==> config.mk <==
export PLATFORM = sky130hd
export DESIGN_NAME = mem_port_arbiter
export DESIGN_NICKNAME = d
export VERILOG_FILES = /design/src/rtl/mem_port_arbiter.sv
export SDC_FILE = /design/constraint.sdc
export NUM_CORES = 1
export LEC_CHECK = 0
export ABC_AREA = 1
export BUFFER_PORTS_ARGS = -buffer_cell sky130_fd_sc_hd__buf_2
export CORE_MARGIN = 4
export CORE_UTILIZATION = 35
export DETAILED_ROUTE_END_ITERATION = 6
export HOLD_SLACK_MARGIN = 0.15
export PLACE_DENSITY = 0.63
export SYNTH_ARGS = -nofsm -noshare
export SYNTH_HDL_FRONTEND = slang
export SYNTH_SLANG_ARGS = --single-unit
==> constraint.sdc <==
create_clock -name clk -period 1.5 [get_ports clk]
set_input_delay 0.225 -clock clk [delete_from_list [all_inputs] [get_ports clk]]
set_output_delay 0.225 -clock clk [all_outputs]
set_load 0.02 [all_outputs]
==> src/rtl/mem_port_arbiter.sv <==
// Round-robin arbiter sharing one fixed-latency memory port between instruction
// fetch (IF) and the data cache (DC); each access runs IDLE -> BUSY -> DONE.
module mem_port_arbiter #(
   parameter int MEM_LATENCY = 4
) (
   input  logic             clk,
   input  logic             rst_b,
   input  logic             ifetch_req,
   input  logic [31:0]      ifetch_addr,
   output logic             ifetch_done,
   output logic [31:0]      ifetch_rdata,
   input  logic             dc_req,
   input  logic             dc_we,
   input  logic [31:0]      dc_addr,
   input  logic [31:0]      dc_wdata,
   output logic             dc_done,
   output logic [31:0]      dc_rdata,
   output logic [31:0]      mem_addr,
   output logic [0:3][7:0]  mem_data_in,
   input  logic [0:3][7:0]  mem_data_out,
   output logic             mem_write_en,
   output logic             busy,
   output logic             owner
);

   localparam int CW = $clog2(MEM_LATENCY + 1);
   localparam logic [CW-1:0] LAST_CNT = CW'(MEM_LATENCY - 1);

   typedef enum logic [1:0] {
      IDLE = 2'd0,
      BUSY = 2'd1,
      DONE = 2'd2
   } state_t;

   state_t          state;
   state_t          state_next;
   logic [CW-1:0]   cnt;
   logic            last_owner;
   logic            owner_q;
   logic            we_q;
   logic [31:0]     addr_q;
   logic [31:0]     wdata_q;
   logic [31:0]     if_rdata_q;
   logic [31:0]     dc_rdata_q;
   logic            grant;
   logic            grant_dc;
   logic            last_beat;
   logic [31:0]     mem_word;

   // On a tie the requester that did not own the previous access wins.
   always_comb begin
      state_next = state;
      grant      = 1'b0;
      grant_dc   = 1'b0;
      last_beat  = 1'b0;
      case (state)
         IDLE: begin
            if (ifetch_req || dc_req) begin
               grant      = 1'b1;
               grant_dc   = dc_req && (!ifetch_req || !last_owner);
               state_next = BUSY;
            end
         end
         BUSY: begin
            if (cnt == LAST_CNT) begin
               last_beat  = 1'b1;
               state_next = DONE;
            end
         end
         DONE:    state_next = IDLE;
         default: state_next = IDLE;
      endcase
   end

   always_ff @(posedge clk) begin
      if (rst_b) begin
         state      <= IDLE;
         cnt        <= '0;
         last_owner <= 1'b0;
         owner_q    <= 1'b0;
         we_q       <= 1'b0;
         addr_q     <= '0;
         wdata_q    <= '0;
         if_rdata_q <= '0;
         dc_rdata_q <= '0;
      end else begin
         state <= state_next;
         if (grant) begin
            owner_q <= grant_dc;
            addr_q  <= grant_dc ? dc_addr : ifetch_addr;
            we_q    <= grant_dc && dc_we;
            wdata_q <= grant_dc ? dc_wdata : 32'd0;
            cnt     <= '0;
         end else if (state == BUSY) begin
            cnt <= cnt + CW'(1);
         end
         if (last_beat && !we_q) begin
            if (owner_q) dc_rdata_q <= mem_word;
            else         if_rdata_q <= mem_word;
         end
         if (state == DONE) last_owner <= owner_q;
      end
   end

   // Memory byte lane k maps to data byte k in both directions.
   always_comb begin
      mem_word = '0;
      for (int k = 0; k < 4; k++) begin
         mem_data_in[k]     = wdata_q[8*k +: 8];
         mem_word[8*k +: 8] = mem_data_out[k];
      end
   end

   // Strobes are masked by reset so an aborted access never writes or completes.
   assign mem_write_en = last_beat && we_q && !rst_b;
   assign ifetch_done  = (state == DONE) && !owner_q && !rst_b;
   assign dc_done      = (state == DONE) &&  owner_q && !rst_b;
   assign busy         = (state != IDLE);
   assign owner        = owner_q;
   assign mem_addr     = addr_q;
   assign ifetch_rdata = if_rdata_q;
   assign dc_rdata     = dc_rdata_q;

endmodule

==> impl_results.md <==
- Status: complete, but fails checks
- Failing checks: setup timing
- F_max: about 580 MHz
- DRC: 0
- Skew-Pair Late Insertion Delay: around 0.41 ns
- CP Launch Type: register
- Sw Pwr: approximately 0.0027 W
- Initial Utilization: a little over a third
- Vert. Die Dim: 141 um
- Detail Placement HPWL: 13,200 um
- EDFF count, synth: 0
- Rel. slew slack: between 50% and 60%
- Max-slew violations: 0
- Vias in the first global route: 7,077
- Via density: 4.43
- Mapped Avg Cell Area: roughly 6.4 sq um
- Worst Hold Class: input port to register
- N_diodes: 0
- Core footprint: about 17,000 sq um
- CP Data Required Time: around 1.3 ns
- Synth warnings: 0
- Yosys top cell by area: dfxtp_1
- Largest net degree at the start of global routing: 65
- Max IR drop VDD: approximately 0.76 mV
- Die width: 141 um
- Max cap viols: 0
- Fin crit share: 115%
- Grt ovf: 0
- Clk pwr share: 43.7%
- Drt first pass iters: 6
- Via count: between 7,000 and 8,000
- Site Rows: 48
- Synth top area cells: dfxtp_1 (44%), nand2_1 (20%), inv_1 (14%)
- Pwr Density: between 900 and 1000 nW/um^2
- Setup WS pre-CTS: -0.108 ns
- Syn Nets: around 1,100
- Final WL: 22,700 um
- FF+latch count, synth: between 100 and 150
- Synth Instances: 969
- Final hold slack: 0.169 ns
- Wire per inst: ~14 um
- GRT Overall Usage: approximately a fifth
- Worst setup EP type: primary output
- Htree depth: 4
- Placed Instance Area: about 7900 sq um
- Mapped Area: just over 6000 sq um
- Clk buf depth: 2
- Port bufs: roughly 270
- Netlist cell types: 25
- Synth top area share: 43.8%
- Least-Margin Pin Slew: about 0.6 ns
- # IOs: around 270
- Clk pin slew, worst setup/hold paths: around 0.06 ns
- Global-route wire length before repair: 34,200 um
- Setup violators final: 63
- Fin crit period: around 1.7 ns
- Num CTS Buffers: 17
- Sw Ratio: about 28%
- Pleak: roughly 5.7 nW
- WP data arrival: about 1.5 ns
- Fraction of layout cells with a size suffix above 1: around a third
- Comb pwr share: 16.3%
- Final nets: about 1,500
- Remaining antenna violation count: 0
- Design area: approximately 11,000 sq um
- Skew final: between 0.007 and 0.008 ns
- P_int: about 0.0069 W
- Hold Violations, Final: 0
- Clk sink count: around 140
- Async S/R FF share, synth: 0%
- Seq pwr share: 40.0%
- Setup CP Type: register to primary output
- Initial antenna violation count: 0
- Sequential cell area fraction in the yosys report: about 44%
- DRT iter0 DRCs: 339
- Maximum net fanout on the critical path: 2
- CTS tree: built
- Synth cell count leaders: nand2_1 (326), inv_1 (231), dfxtp_1 (136)
- Die area: between 15,000 and 20,000 sq um
- CTS root buf: clkbuf_16
- R2R Setup Slk: -0.17 ns
- Setup ws final: -0.220 ns
- P&R area growth vs syn: 71.4%
- Top_reg_cell synth: dfxtp_1
- Count leader, synth: nand2_1
- RSZ-0062 raised after global routing: true
- Routability Congestion: between 0.8 and 0.9
-- state kept, by name, summed over array words and instances (netlist names) --
name,count
last_owner,1
we_q,1
cnt,3
wdata_q,32
dc_rdata,32
owner,1
ifetch_rdata,32
mem_addr,32
state,2
-- repair_timing --
| action | 4_1_cts | 5_1_grt |
|---|---|---|
| buffers inserted | 16 | 5 |
| cloned | 7 | 7 |
| hold endpoints to repair | 98 | 0 |
| setup endpoints to repair | 133 | 72 |
| hold buffers | 115 | 0 |
| gates resized for setup | 47 | 93 |
| pin swaps | 5 | 20 |
-- area by class of cell --
cell class | instances | area (sq um)
Fill cell | 1466 | 6710
Timing Repair Buffer | 439 | 3360
Multi-Input combinational cell | 547 | 2810
Sequential cell | 136 | 2730
Inverter | 233 | 877
Clock buffer | 17 | 425
Tap cell | 225 | 282
Clock inverter | 15 | 165
-- final timing paths --
path                                 from                            end  cells past startpoint
setup reg to reg      cnt[0]$_SDFFE_PP0N_  ifetch_rdata[27]$_SDFFE_PP0P_                     11
hold reg to reg   wdata_q[9]$_SDFFE_PP0P_        wdata_q[9]$_SDFFE_PP0P_                      2
hold / removal             ifetch_addr[2]       mem_addr[2]$_SDFFE_PP0P_                      5
setup / recovery      cnt[0]$_SDFFE_PP0N_                   mem_write_en                      6
-- worst max-delay path, stage by stage (launching register included) --
cell and delay, ns:
dfxtp_2 0.36, ha_4 0.15, ha_4 0.14, nand3_4 0.07, nor3_2 0.11, buf_4 0.14
buf_6 0.12
-- cell usage in the layout, fill, tap and decap left out, types with 5 or more instances in the layout --
cell type and instances:
buf_12 14, buf_2 262, buf_4 25, buf_6 9
clkbuf_16 22, dfxtp_1 131, dlygate4sd3_1 115, inv_1 228
inv_6 6, nand2_1 314, nand2_2 12, nand3_1 34
nand3_2 57, nand3_4 8, nand4_1 34, nor2_1 67
nor2_4 5
-- per-layer routing --
layer  part of all wire (%)  routed length [um]  global-route usage [%]  vias to the layer above
met4                    2.7                 616                    7.96                        0
met3                    8.0                1810                    6.17                       52
met1                     40                9100                    24.9                     3137
li1                       -                   -                       -                     3645
met5                      0                   0                       0                        -
met2                     49               11100                    36.1                      306
-- logic make-up after synthesis --
family          synth area share (%)
flops                           43.8
compound gates                 0.685
fa+ha+maj                      0.403
xor+xnor                       0.141
buf+inv                         18.5
simple gates                    36.5
-- stage by stage --
stage          std cells  util (%)  TNS, ns  power, W
2_1_floorplan        969         -        0   0.00457
3_5_place_dp        1435      45.4    -7.36   0.00509
4_1_cts             1605      58.3   -11.04   0.00964
3_3_place_gp        1435      45.4    -4.32   0.00509
5_1_grt             1612      61.3   -10.56    0.0100
6_report            1612      61.3    -6.86   0.00963
-- power by group through the flow --
stage          sequential [W]  combinational [W]  clock (W)
2_1_floorplan         0.00409           0.000486          0
3_3_place_gp          0.00392            0.00117          0
3_5_place_dp          0.00392            0.00118          0
4_1_cts               0.00385            0.00148    0.00432
5_1_grt               0.00386            0.00170    0.00447
6_report              0.00385            0.00157    0.00421
Power figures use the tool's default switching activity.
